$ cat src/rtl/inst2code_pkg.sv
// inst2code_pkg: shared constants and types for the streaming RV32I assembler.
//   - RV32I opcode and funct3/funct7 constants for the supported subset
//   - operand-format enum (fmt_e) and FSM state enum (state_e)
//   - fmt_nops(): number of operands a format expects
package inst2code_pkg;

  localparam int MAX_MNEM = 5;            // max mnemonic letters
  localparam int MAX_HEX  = 6;            // max hex digits per immediate
  localparam int MNEM_W   = 8 * MAX_MNEM; // mnemonic buffer width
  localparam int TOK_W    = 4 * MAX_HEX;  // hex token accumulator width

  // Major opcodes
  localparam logic [6:0] OP     = 7'b0110011;
  localparam logic [6:0] OP_IMM = 7'b0010011;
  localparam logic [6:0] LOAD   = 7'b0000011;
  localparam logic [6:0] STORE  = 7'b0100011;
  localparam logic [6:0] BRANCH = 7'b1100011;
  localparam logic [6:0] JAL    = 7'b1101111;
  localparam logic [6:0] JALR   = 7'b1100111;
  localparam logic [6:0] LUI    = 7'b0110111;

  // funct3 values
  localparam logic [2:0] F3_ADD  = 3'b000;
  localparam logic [2:0] F3_SLL  = 3'b001;
  localparam logic [2:0] F3_SLT  = 3'b010;
  localparam logic [2:0] F3_SLTU = 3'b011;
  localparam logic [2:0] F3_XOR  = 3'b100;
  localparam logic [2:0] F3_SRL  = 3'b101;
  localparam logic [2:0] F3_OR   = 3'b110;
  localparam logic [2:0] F3_AND  = 3'b111;
  localparam logic [2:0] F3_W    = 3'b010;  // lw / sw
  localparam logic [2:0] F3_BEQ  = 3'b000;
  localparam logic [2:0] F3_BNE  = 3'b001;
  localparam logic [2:0] F3_BLT  = 3'b100;

  // funct7 bit 5 selects sub over add; all other funct7 bits are zero here
  localparam logic F7B5_ALT = 1'b1;

  localparam logic [31:0] NOP_CODE = 32'h0000_0013;  // addi x0,x0,0

  typedef enum logic [2:0] {
    FMT_R, FMT_I, FMT_S, FMT_B, FMT_J, FMT_U, FMT_NOP
  } fmt_e;

  typedef enum logic [2:0] {
    IDLE, MNEM, OPND, ERR_SKIP, EMIT
  } state_e;

  function automatic logic [1:0] fmt_nops(input fmt_e f);
    case (f)
      FMT_R, FMT_I, FMT_S, FMT_B: return 2'd3;
      FMT_J, FMT_U:               return 2'd2;
      default:                    return 2'd0;
    endcase
  endfunction

endpackage

$ cat src/rtl/inst2code_mnem_lut.sv
// inst2code_mnem_lut: combinational mnemonic lookup.
// The buffer holds the mnemonic right-aligned (last letter in the low byte),
// zero-padded on the left.
//   mnem     in  MNEM_W  mnemonic buffer
//   valid    out 1       mnemonic is supported
//   fmt      out fmt_e   operand format
//   opcode   out 7       major opcode
//   funct3   out 3       funct3 field
//   funct7b5 out 1       funct7 bit 5 (sub)
module inst2code_mnem_lut
  import inst2code_pkg::*;
(
  input  logic [MNEM_W-1:0] mnem,
  output logic              valid,
  output fmt_e              fmt,
  output logic [6:0]        opcode,
  output logic [2:0]        funct3,
  output logic              funct7b5
);

  always_comb begin
    // NOTE: every output gets a default before the case so no latch is inferred.
    valid    = 1'b1;
    fmt      = FMT_R;
    opcode   = OP;
    funct3   = F3_ADD;
    funct7b5 = 1'b0;
    case (mnem)
      {16'd0, "add"}:  ;
      {16'd0, "sub"}:  funct7b5 = F7B5_ALT;
      {16'd0, "and"}:  funct3 = F3_AND;
      {24'd0, "or"}:   funct3 = F3_OR;
      {16'd0, "xor"}:  funct3 = F3_XOR;
      {16'd0, "sll"}:  funct3 = F3_SLL;
      {16'd0, "srl"}:  funct3 = F3_SRL;
      {16'd0, "slt"}:  funct3 = F3_SLT;
      {8'd0,  "sltu"}: funct3 = F3_SLTU;
      {8'd0,  "addi"}: begin fmt = FMT_I; opcode = OP_IMM; end
      {8'd0,  "andi"}: begin fmt = FMT_I; opcode = OP_IMM; funct3 = F3_AND;  end
      {16'd0, "ori"}:  begin fmt = FMT_I; opcode = OP_IMM; funct3 = F3_OR;   end
      {8'd0,  "xori"}: begin fmt = FMT_I; opcode = OP_IMM; funct3 = F3_XOR;  end
      {8'd0,  "slti"}: begin fmt = FMT_I; opcode = OP_IMM; funct3 = F3_SLT;  end
      "sltiu":         begin fmt = FMT_I; opcode = OP_IMM; funct3 = F3_SLTU; end
      {8'd0,  "slli"}: begin fmt = FMT_I; opcode = OP_IMM; funct3 = F3_SLL;  end
      {8'd0,  "srli"}: begin fmt = FMT_I; opcode = OP_IMM; funct3 = F3_SRL;  end
      {8'd0,  "jalr"}: begin fmt = FMT_I; opcode = JALR; end
      {24'd0, "lw"}:   begin fmt = FMT_I; opcode = LOAD;  funct3 = F3_W; end
      {24'd0, "sw"}:   begin fmt = FMT_S; opcode = STORE; funct3 = F3_W; end
      {16'd0, "beq"}:  begin fmt = FMT_B; opcode = BRANCH; funct3 = F3_BEQ; end
      {16'd0, "bne"}:  begin fmt = FMT_B; opcode = BRANCH; funct3 = F3_BNE; end
      {16'd0, "blt"}:  begin fmt = FMT_B; opcode = BRANCH; funct3 = F3_BLT; end
      {16'd0, "jal"}:  begin fmt = FMT_J; opcode = JAL; end
      {16'd0, "lui"}:  begin fmt = FMT_U; opcode = LUI; end
      {16'd0, "nop"}:  fmt = FMT_NOP;
      default:         valid = 1'b0;
    endcase
  end

endmodule

$ cat src/rtl/inst2code.sv
// inst2code: streaming RV32I assembler. One ASCII character per handshake in,
// one 32-bit instruction word out per line terminated by '\n' or ';'.
//   clk, rst_n         clock, synchronous active-low reset
//   char_valid/ready   character handshake, char_in = ASCII byte
//   code_valid/ready   result handshake, code = instruction (0 on err)
//   err                line was malformed or unsupported
// Build option: define INST2CODE_CASEFOLD_EN to accept uppercase mnemonic
// letters, 'X' register prefixes, lowercase hex digits and 'h' suffixes.
module inst2code
  import inst2code_pkg::*;
(
  input  logic        clk,
  input  logic        rst_n,
  input  logic        char_valid,
  input  logic [7:0]  char_in,
  output logic        char_ready,
  output logic        code_valid,
  input  logic        code_ready,
  output logic [31:0] code,
  output logic        err
);

`ifdef INST2CODE_CASEFOLD_EN
  localparam bit CASEFOLD = 1'b1;
`else
  localparam bit CASEFOLD = 1'b0;
`endif

  state_e             state, state_n;
  logic [MNEM_W-1:0]  mnem;
  logic [2:0]         mlen;
  logic [1:0]         k;            // index of the operand being parsed
  logic               tok_x, tok_h;
  logic [2:0]         tok_n;        // hex digits seen in current token
  logic [TOK_W-1:0]   tok_val;
  logic [4:0]         r0, r1;       // completed register operands 0 and 1

  logic       lut_valid, funct7b5;
  fmt_e       fmt;
  logic [6:0] opcode;
  logic [2:0] funct3;

  inst2code_mnem_lut u_lut (
    .mnem     (mnem),
    .valid    (lut_valid),
    .fmt      (fmt),
    .opcode   (opcode),
    .funct3   (funct3),
    .funct7b5 (funct7b5)
  );

  // Character classification
  logic       fire, is_upper, is_letter, is_term, is_sp, is_comma, is_x, is_h;
  logic       is_dig, is_hex;
  logic [7:0] ch_f;
  logic [3:0] hex_nib;

  assign fire      = char_valid && char_ready;
  assign is_upper  = (char_in >= "A") && (char_in <= "Z");
  assign ch_f      = (CASEFOLD && is_upper) ? (char_in | 8'h20) : char_in;
  assign is_letter = (ch_f >= "a") && (ch_f <= "z");
  assign is_term   = (char_in == 8'h0A) || (char_in == ";");
  assign is_sp     = (char_in == " ");
  assign is_comma  = (char_in == ",");
  assign is_x      = (ch_f == "x");
  assign is_h      = CASEFOLD ? (ch_f == "h") : (char_in == "H");
  assign is_dig    = (char_in >= "0") && (char_in <= "9");
  assign is_hex    = is_dig || ((char_in >= "A") && (char_in <= "F")) ||
                     (CASEFOLD && (char_in >= "a") && (char_in <= "f"));
  // 'A'/'a' have low nibble 1, so letters map to low nibble + 9
  assign hex_nib   = is_dig ? char_in[3:0] : char_in[3:0] + 4'd9;

  // Operand context: the last operand of non-R formats is the immediate
  logic [1:0]       cnt;
  logic             op_avail, last_op, reg_op, tok_empty, shamt, imm_even;
  logic             reg_ok, imm_ok, tok_ok;
  logic [TOK_W-1:0] imm_max;

  assign cnt       = fmt_nops(fmt);
  assign op_avail  = k < cnt;
  assign last_op   = (k + 2'd1) == cnt;
  assign reg_op    = (fmt == FMT_R) || !last_op;
  assign tok_empty = !tok_x && (tok_n == 3'd0);
  assign shamt     = (fmt == FMT_I) && (opcode == OP_IMM) && (funct3[1:0] == 2'b01);
  assign imm_even  = (fmt == FMT_B) || (fmt == FMT_J);

  always_comb begin
    case (fmt)
      FMT_I:   imm_max = shamt ? TOK_W'(24'h1F) : TOK_W'(24'hFFF);
      FMT_S:   imm_max = TOK_W'(24'hFFF);
      FMT_B:   imm_max = TOK_W'(24'h1FFF);
      FMT_J:   imm_max = TOK_W'(24'h1FFFFF);
      FMT_U:   imm_max = TOK_W'(24'hFFFFF);
      default: imm_max = '0;
    endcase
  end

  assign reg_ok = tok_x && (tok_n != 3'd0) && (tok_val <= TOK_W'(24'h1F));
  assign imm_ok = !tok_x && (tok_n != 3'd0) && (tok_val <= imm_max) &&
                  !(imm_even && tok_val[0]);
  assign tok_ok = reg_op ? reg_ok : imm_ok;

  // State register
  always_ff @(posedge clk) begin
    // NOTE: sequential state uses non-blocking assignments so every register
    // samples pre-edge values, independent of statement order.
    if (!rst_n) state <= IDLE;
    else        state <= state_n;
  end

  // Next-state logic and datapath actions
  logic mnem_start, mnem_push, opnd_start, store, set_x, set_h, tok_push;
  logic emit, emit_err;

  always_comb begin
    state_n    = state;
    mnem_start = 1'b0;
    mnem_push  = 1'b0;
    opnd_start = 1'b0;
    store      = 1'b0;
    set_x      = 1'b0;
    set_h      = 1'b0;
    tok_push   = 1'b0;
    emit       = 1'b0;
    emit_err   = 1'b0;
    if (state == EMIT) state_n = IDLE;
    if (fire) begin
      case (state)
        IDLE, EMIT: begin
          if (is_letter) begin
            mnem_start = 1'b1;
            state_n    = MNEM;
          end else if (!(is_sp || is_term)) begin
            state_n = ERR_SKIP;
          end
        end
        MNEM: begin
          if (is_letter) begin
            if (mlen == 3'(MAX_MNEM)) state_n = ERR_SKIP;
            else                      mnem_push = 1'b1;
          end else if (is_sp) begin
            opnd_start = lut_valid;
            state_n    = lut_valid ? OPND : ERR_SKIP;
          end else if (is_term) begin
            emit     = 1'b1;
            emit_err = !(lut_valid && (fmt == FMT_NOP));
            state_n  = EMIT;
          end else begin
            state_n = ERR_SKIP;
          end
        end
        OPND: begin
          if (is_sp) begin
            state_n = OPND;
          end else if (is_term) begin
            emit     = 1'b1;
            emit_err = !(((cnt == 2'd0) && tok_empty) || (last_op && tok_ok));
            state_n  = EMIT;
          end else if (is_comma) begin
            if (op_avail && !last_op && tok_ok) store = 1'b1;
            else                                state_n = ERR_SKIP;
          end else if (is_x) begin
            if (op_avail && reg_op && tok_empty) set_x = 1'b1;
            else                                 state_n = ERR_SKIP;
          end else if (is_hex) begin
            if (op_avail && (reg_op ? (tok_x && (tok_n < 3'd2))
                                    : (!tok_h && (tok_n < 3'(MAX_HEX)))))
              tok_push = 1'b1;
            else
              state_n = ERR_SKIP;
          end else if (is_h) begin
            if (op_avail && !reg_op && (tok_n != 3'd0) && !tok_h) set_h = 1'b1;
            else                                                  state_n = ERR_SKIP;
          end else begin
            state_n = ERR_SKIP;
          end
        end
        ERR_SKIP: begin
          if (is_term) begin
            emit     = 1'b1;
            emit_err = 1'b1;
            state_n  = EMIT;
          end
        end
        default: state_n = IDLE;
      endcase
    end
  end

  // Output logic: characters are refused only while a result is stalled
  always_comb begin
    char_ready = !(code_valid && !code_ready);
  end

  // Accumulators
  always_ff @(posedge clk) begin
    if (!rst_n) begin
      mnem    <= '0;
      mlen    <= '0;
      k       <= '0;
      tok_x   <= 1'b0;
      tok_h   <= 1'b0;
      tok_n   <= '0;
      tok_val <= '0;
      r0      <= '0;
      r1      <= '0;
    end else begin
      if (mnem_start) begin
        mnem <= {{(MNEM_W-8){1'b0}}, ch_f};
        mlen <= 3'd1;
      end else if (mnem_push) begin
        mnem <= {mnem[MNEM_W-9:0], ch_f};
        mlen <= mlen + 3'd1;
      end
      if (opnd_start || store) begin
        tok_x   <= 1'b0;
        tok_h   <= 1'b0;
        tok_n   <= '0;
        tok_val <= '0;
      end
      if (opnd_start) k <= '0;
      if (store) begin
        if (k == 2'd0) r0 <= tok_val[4:0];
        else           r1 <= tok_val[4:0];
        k <= k + 2'd1;
      end
      if (set_x) tok_x <= 1'b1;
      if (set_h) tok_h <= 1'b1;
      if (tok_push) begin
        tok_val <= {tok_val[TOK_W-5:0], hex_nib};
        tok_n   <= tok_n + 3'd1;
      end
    end
  end

  // Encoding: at the terminator the final operand is still in the token
  // accumulator and the earlier register operands sit in r0/r1.
  logic [31:0] enc;
  logic [20:0] imm;
  assign imm = tok_val[20:0];

  always_comb begin
    case (fmt)
      FMT_R:   enc = {1'b0, funct7b5, 5'b0, tok_val[4:0], r1, funct3, r0, opcode};
      FMT_I:   enc = {imm[11:0], r1, funct3, r0, opcode};
      FMT_S:   enc = {imm[11:5], r1, r0, funct3, imm[4:0], opcode};
      FMT_B:   enc = {imm[12], imm[10:5], r1, r0, funct3, imm[4:1], imm[11], opcode};
      FMT_J:   enc = {imm[20], imm[10:1], imm[11], imm[19:12], r0, opcode};
      FMT_U:   enc = {imm[19:0], r0, opcode};
      default: enc = NOP_CODE;
    endcase
  end

  // Result register; emit is only possible when char_ready, so a stalled
  // result is never overwritten.
  always_ff @(posedge clk) begin
    if (!rst_n) begin
      code_valid <= 1'b0;
      code       <= '0;
      err        <= 1'b0;
    end else if (emit) begin
      code_valid <= 1'b1;
      code       <= emit_err ? 32'h0 : enc;
      err        <= emit_err;
    end else if (code_ready) begin
      code_valid <= 1'b0;
    end
  end

endmodule

$ cat config.mk
export PLATFORM = sky130hd
export DESIGN_NAME = inst2code
export DESIGN_NICKNAME = d
export VERILOG_FILES = /design/src/rtl/inst2code_pkg.sv /design/src/rtl/inst2code_mnem_lut.sv /design/src/rtl/inst2code.sv
export SDC_FILE = /design/constraint.sdc
export NUM_CORES = 1
export LEC_CHECK = 0
export CORE_AREA = 2 2 121 111
export DETAILED_ROUTE_END_ITERATION = 12
export DIE_AREA = 0 0 123 113
export PLACE_DENSITY = 0.8
export SYNTH_ARGS = -nofsm -noshare
export SYNTH_HDL_FRONTEND = slang
export SYNTH_HIERARCHICAL = 1
export SYNTH_SLANG_ARGS = --single-unit
$ cat constraint.sdc
create_clock -name clk -period 7.3 [get_ports clk]
set_input_delay 1.46 -clock clk [delete_from_list [all_inputs] [get_ports clk]]
set_output_delay 1.46 -clock clk [all_outputs]
set_load 0.02 [all_outputs]
==> results of run 1 <==
[area by class of cell]
cell class                 instances  share of cell area
clock buffer                      21             0.05473
clock inverter                    11             0.01951
inverter                          20            0.008734
multi-input combinational        713              0.5499
sequential                       121              0.2818
tap                              164             0.02387
timing repair buffer              55             0.06143
[synth_stat cells (8+ instances only)]
library cell    n  area, sq um
o21ai_0        20        100.1
ha_1           39        488.0
nand3_1        21        105.1
nor2_1         58        217.7
nor3_1         11        55.05
mux2i_1        44        440.4
inv_1          18        67.56
o22ai_1         8        50.05
nand4b_1       10        87.58
nand2b_1       13        81.33
nor4_1         20        125.1
and3_1          8        50.05
clkbuf_1       29        108.9
dfxtp_1       121         2422
buf_2          13        65.06
nor2b_1        12        75.07
a22o_1         24        210.2
nand4_1        26        162.7
a21oi_1        54        270.3
nand2_1       173        649.4
o31ai_1        34        255.2
[worst max path at each step]
stage,to,startpoint
finish,err,mnem[25]
global route,err,mnem[1]
CTS,err,mnem[25]
detailed placement,err,mnem[25]
global placement,err,mnem[1]
floorplan,code[10],mnem[25]
[worst min-delay path, delay by kind of cell, from the launching register on]
kind            cells  cell delay [ns]
simple gates        1             0.05
compound gates      1             0.05
flops               1             0.32
[sequential cells by signal, summed over array words and instances, names as in the netlist]
signal / cells
mlen: 3
tok_n: 3
k: 2
code_valid: 1
tok_x: 1
mnem: 40
tok_val: 24
code: 32
r0: 5
r1: 5
tok_h: 1
err: 1
state: 3
[per-layer routing]
layer / track usage / up-vias / part of all wire
met4: 0.07727 / 0 / 0.013
met2: 0.4214 / 296 / 0.42
li1: - / 3389 / -
met1: 0.4453 / 3273 / 0.49
met5: 0 / - / 0
met3: 0.06452 / 27 / 0.076
[cells by family after synthesis]
logic type | after synthesis | synth area share
and+or+nand+nor | 416 | 0.3002
AOI/OAI and AO/OA | 201 | 0.1908
DFF | 121 | 0.3238
buffers and inverters | 75 | 0.04699
muxes | 46 | 0.06188
adders and majority gates | 39 | 0.06523
xor gates and xnor gates | 9 | 0.01054
other | 1 | 0.0005013
[through the flow]
step / setup WS (ns) / std cells / power (uW)
CTS: 1.936 / 1105 / 1646
finish: 1.856 / 1105 / 1637
global placement: 2.231 / 1073 / 741.8
floorplan: 2.673 / 909 / 726.1
detailed placement: 1.987 / 1073 / 742.8
global route: 1.374 / 1105 / 1684
[layout by cell type, fill, tap and decap left out, drive strengths merged, types with 5 or more instances in the layout]
| master | count |
|---|---|
| nand2 | 175 |
| dfxtp | 121 |
| nor2 | 58 |
| a21oi | 54 |
| clkdlybuf4s50 | 46 |
| mux2i | 44 |
| ha | 39 |
| o31ai | 34 |
| nand4 | 26 |
| a22o | 24 |
| nor4 | 23 |
| nand3 | 22 |
| o21ai | 21 |
| clkbuf | 21 |
| inv | 20 |
| nand2b | 13 |
| nor2b | 12 |
| nor3 | 12 |
| nand4b | 10 |
| and3 | 10 |
| buf | 9 |
| nor4b | 9 |
| o22ai | 8 |
| a21o | 7 |
| a211oi | 7 |
| or3 | 7 |
| and4b | 6 |
| xnor2 | 5 |
| and4bb | 5 |
| a31oi | 5 |
| clkinv | 5 |
[power by group through the flow]
stage                     registers (uW)  clock network [uW]  logic [uW]
after floorplan                      680                   0        46.1
after global placement               682                   0        60.0
after detailed placement             682                   0        60.6
after CTS                            668                 917        61.1
after global routing                 668                 948        68.2
final                                668                 907        61.9
==> flow_summary.yaml, run 1 <==
layout:
  regArea_sq_um: 2422
  fin_nets: 979
  syn2layout_area_growth_pct: 14.90
  fillers: 1038
  utilization: 0.6828
  post_route_cells_drive_above_1_share: 0.08395
  multi_input_area_sq_um: 4727
  design_area_sq_um: 8596
  n_antenna_cell: 0
sta:
  skew_ns: 0.006684
  setup_viol: 0
  slew_viol_final: 0
  rsz0062_at_grt: "false"
  hold_viol: 0
  fmax_ghz: 0.1837
  min_period_ns: 5.444
  timing.hold.ws_ns: 0.4483
  slew_headroom: 0.1734
  period_share: 0.7458
  setup_tns_ns: 0
  tightest_slew_ns: 1.239
setup_path:
  rr_endpoint: "err"
  worst-path-max-fanout: 33
  crit_type: "register to register"
  r2r.worst_path.cells: 15
  critPathMaxStageDelay_ns: 0.72
  slowest_stage: "nor4_1"
  worstReg2RegStart: "mnem[25]"
  endpoint_kind: "register"
  required_ns: 7.66
  cp.arrival_ns: 5.81
  path_buf_inv: 2
  start_kind: "register"
  critical-path-top-delay-family: "simple AND/OR/NAND/NOR gates"
  cp_cell_sequence: "nor4_1, nand4_1, nor4_1, a31oi_1, nand2b_1, inv_2, ha_1, or3b_2, ha_1, nand3_1, nor4_1, o31ai_1, a21oi_2, buf_4, o221a_2"
  path_depth: 15
  cp_common_cell: "nor4_1"
  rrSetupSlack_ns: 1.86
place:
  portBuffers: 46
  dpl_cell_area_sq_um: 7958
  dp_hpwl_um: 13770
  place_congestion: 1.015
logic_synthesis:
  synth-async-reset-ratio: 0
  yosys_register_bits: 121
  syn-cell-area_sq_um: 7481
  synth_cell_types: 85
  synth_flop_cell: "dfxtp_1"
  yosysWarnings: 6
  syn_inst: 908
  synth-edff-count: 0
  avgSynthCellArea_sq_um: 8.239
  ys_seq_area_frac: 0.3238
clock_network:
  cts_hold_buffers: 0
  clock_tree.buffer_depth: 2
  postCtsSetupBuffers: 0
  path_clk_slew_ns: 0.05
  cts_buffers: 17
  cts_resized: 0
  clock_latency_ns: 0.42
  clock-sinks: 121
  root_buffer: "clkbuf_16"
  tritoncts: "done"
  ctsHtreeMaxLevel: 4
power:
  ir_drop_uv: 239.1
  p_sw_frac: 0.2165
  p_sw_uw: 354.5
  combPwrFrac: 0.038
  p_per_area_nw_per_um2: 190.5
  p_int_uw: 1283
  p_clk_frac: 0.554
  p_leak_uw: 0.003138
  seqPwrFrac: 0.408
flow_run:
  drv_cap: 0
floorplan:
  floorplan.initialDensity: 0.5942
  ioPinCount: 47
  fp.dieW_um: 123
  chipHeight_um: 113
  die_area_sq_um: 13900
  rows: 39
  core-area_sq_um: 12590
outcome:
  status: "complete, no violations"
routing:
  dr.pass1.iters: 5
  dr.first_iter.drc_count: 743
  vias_per_cell: 6.321
  ant_nets: 0
  route.detailed.drc: 0
  routed_wl_um: 19530
  wl_per_cell_um: 17.67
  vias: 6985
grt:
  grt_max_degree: 37
  grt_pass1_vias: 6379
  grt_pass1_wl_um: 32720
  grt-ovfl-total: 0
  grt.total_usage: 0.2946
  antenna_found_initial: 0
worst_hold_path:
  min_path_type: "register to register"
  hold_start: "code[6]"
  holdPathEnd: "code[6]"
  whs_path_depth: 2
Power figures use the tool's default switching activity.
==> run 2: changes to the inputs <==
- CORE_AREA: 2 2 121 111 -> 2 2 128 117
- DIE_AREA: 0 0 123 113 -> 0 0 130 119
- PLACE_DENSITY: 0.8 -> 0.75
- clock period: 7.3 -> 4.9 ns (I/O delays scaled with it)
==> run 2 against run 1 <==
  * Clock power increased by 44%
  * Die area is 11% higher
  * Utilization decreased by 7.5 points
  * Setup slack got worse by 1.5 ns
  * Non-clock buffer count grew 11
  * Cell area up 1.4%
  * First-iteration DRC count is 10% higher
  * Largest cell class unchanged
  * Critical endpoint unchanged
  * Global-route usage down 2.7 points
  * Routed wire length is 1.7% higher
  * Clock skew rose by 0.00062 ns
  * Sequential share of layout area down 0.40 points
==> flow_summary.yaml, run 2 (synthesized netlist as in run 1, its figures left out) <==
place:
  pre_cts_ws_ns: 0.3544
  portBuffers: 46
  dpl_cell_area_sq_um: 8083
  place_congestion: 1.006
  dp_hpwl_um: 13950
routing:
  ant_nets: 0
  vias: 7019
  route.detailed.drc: 0
  dr.pass1.iters: 5
  dr.first_iter.drc_count: 818
  routed_wl_um: 19860
  vias_per_cell: 6.103
  wl_per_cell_um: 17.27
sta:
  min_period_ns: 4.550
  tightest_slew_ns: 0.7358
  setup_tns_ns: 0
  rsz0062_at_grt: "false"
  finalWorstSetupSlack_ns: 0.3495
  period_share: 0.9287
  fmax_ghz: 0.2198
  hold_viol: 0
  skew_ns: 0.007306
  slew_headroom: 0.5050
  setup_viol: 0
  slew_viol_final: 0
floorplan:
  chipHeight_um: 119
  die_area_sq_um: 15470
  floorplan.initialDensity: 0.5215
  core-area_sq_um: 14350
  rows: 42
  fp.dieW_um: 130
  ioPinCount: 47
layout:
  design_area_sq_um: 8720
  n_antenna_cell: 0
  mostFrequentLayoutCell: "nand2_1"
  syn2layout_area_growth_pct: 16.56
  largest_register: "mnem"
  largest_register_ff_count: 40
  post_route_cells_drive_above_1_share: 0.09769
  most-common-layout-cells: "nand2_1, dfxtp_1, nor2_1"
  utilization: 0.6078
  top_regs: "mnem x40, code x32, tok_val x24"
  fin_nets: 990
grt:
  grt.total_usage: 0.2680
  grtUsageMet3: 0.04717
  grt-ovfl-total: 0
  met2_usage: 0.3698
  grt_max_degree: 38
  use_met1: 0.4154
  grt_pass1_wl_um: 33460
  grt.busiest_layer: "met1"
  antenna_found_initial: 0
  grt_pass1_vias: 6517
clock_network:
  postCtsSetupBuffers: 0
  tritoncts: "done"
  cts_buffers: 17
  ctsHtreeMaxLevel: 4
  clock-sinks: 121
  root_buffer: "clkbuf_16"
  clock_latency_ns: 0.42
  clock_tree.buffer_depth: 2
  cts_hold_buffers: 0
  path_clk_slew_ns: 0.05
setup_path:
  start_kind: "register"
  slowest_stage: "or3b_2"
  cp_common_cell: "ha_1"
  crit_type: "register to register"
  worst-path-max-fanout: 33
  required_ns: 5.26
  critPathMaxStageDelay_ns: 0.48
  endpoint_kind: "register"
  cp_cell_sequence: "nor4_4, and4_2, nand4_1, a31oi_1, a211o_1, inv_1, ha_1, or3b_2, ha_1, nand3_1, nor4_1, o31ai_1, a21oi_2, buf_4, o221a_2"
  cp.arrival_ns: 4.91
power:
  ir_drop_uv: 215.3
  p_per_area_nw_per_um2: 275.5
  p_leak_uw: 0.003184
flow_run:
  drv_cap: 0
worst_hold_path:
  min_path_type: "register to register"
outcome:
  status: "complete, no violations"
[run 2: cell count changes in the layout (fill, tap and decap cells not counted)]
cell,delta
buf_4,+11
clkbuf_1,+1
clkbuf_8,-2
clkinv_2,+1
nor3_1,-1
nor3_2,+1
nor4_1,-2
nor4_2,+2
o211a_1,-1
o211a_2,+1
[run 2: power breakdown]
part           switching, uW  leakage (uW)  internal, uW
registers               7.36      0.000975           988
logic                   59.9       0.00191          33.0
clock network            452      0.000300           861
[run 2: final timing paths]
check                start  endpoint  slack [ns]  cells after the start
setup / recovery  mnem[33]       err        0.35                     15
setup reg to reg  mnem[33]       err        0.35                     15
hold reg to reg   code[15]  code[15]        0.45                      2
hold / removal    code[15]  code[15]        0.45                      2
[run 2: worst max-delay path, delay by kind of cell (launching register included)]
kind,cells,cell delay [ns]
flip-flops,1,0.35
AND/OR/NAND/NOR,6,1.96
buffers and inverters,2,0.42
adder cells (fa/ha/maj),2,0.68
AO/OA/AOI/OAI,5,1.07
[run 2: metal layers]
| metal | vias up | share of wire |
|---|---|---|
| met2 | 263 | 0.42 |
| met5 | - | 0 |
| met4 | 0 | 0.019 |
| li1 | 3408 | - |
| met1 | 3311 | 0.49 |
| met3 | 37 | 0.069 |
[run 2: cell type report]
class                           count  area (sq um)
Clock buffer                       20         446.7
Clock inverter                     12         172.7
Fill cell                        1272          5627
Inverter                           20         75.07
Multi-Input combinational cell    713          4745
Sequential cell                   121          2422
Tap cell                          198         247.7
Timing Repair Buffer               66         610.6
[run 2: what timing repair did]
item / CTS / global route
hold endpoints to repair: 0 / 0
setup endpoints to repair: 0 / 59
gates resized for setup: 0 / 4
[run 2: stage by stage]
step | cells | total power [uW] | hold slack (ns)
3_5_place_dp | 1118 | 1108 | 0.4405
4_1_cts | 1150 | 2419 | 0.4511
3_3_place_gp | 1118 | 1107 | 0.4376
6_report | 1150 | 2402 | 0.4490
5_1_grt | 1150 | 2473 | 0.4639
2_1_floorplan | 909 | 1082 | 0.4319
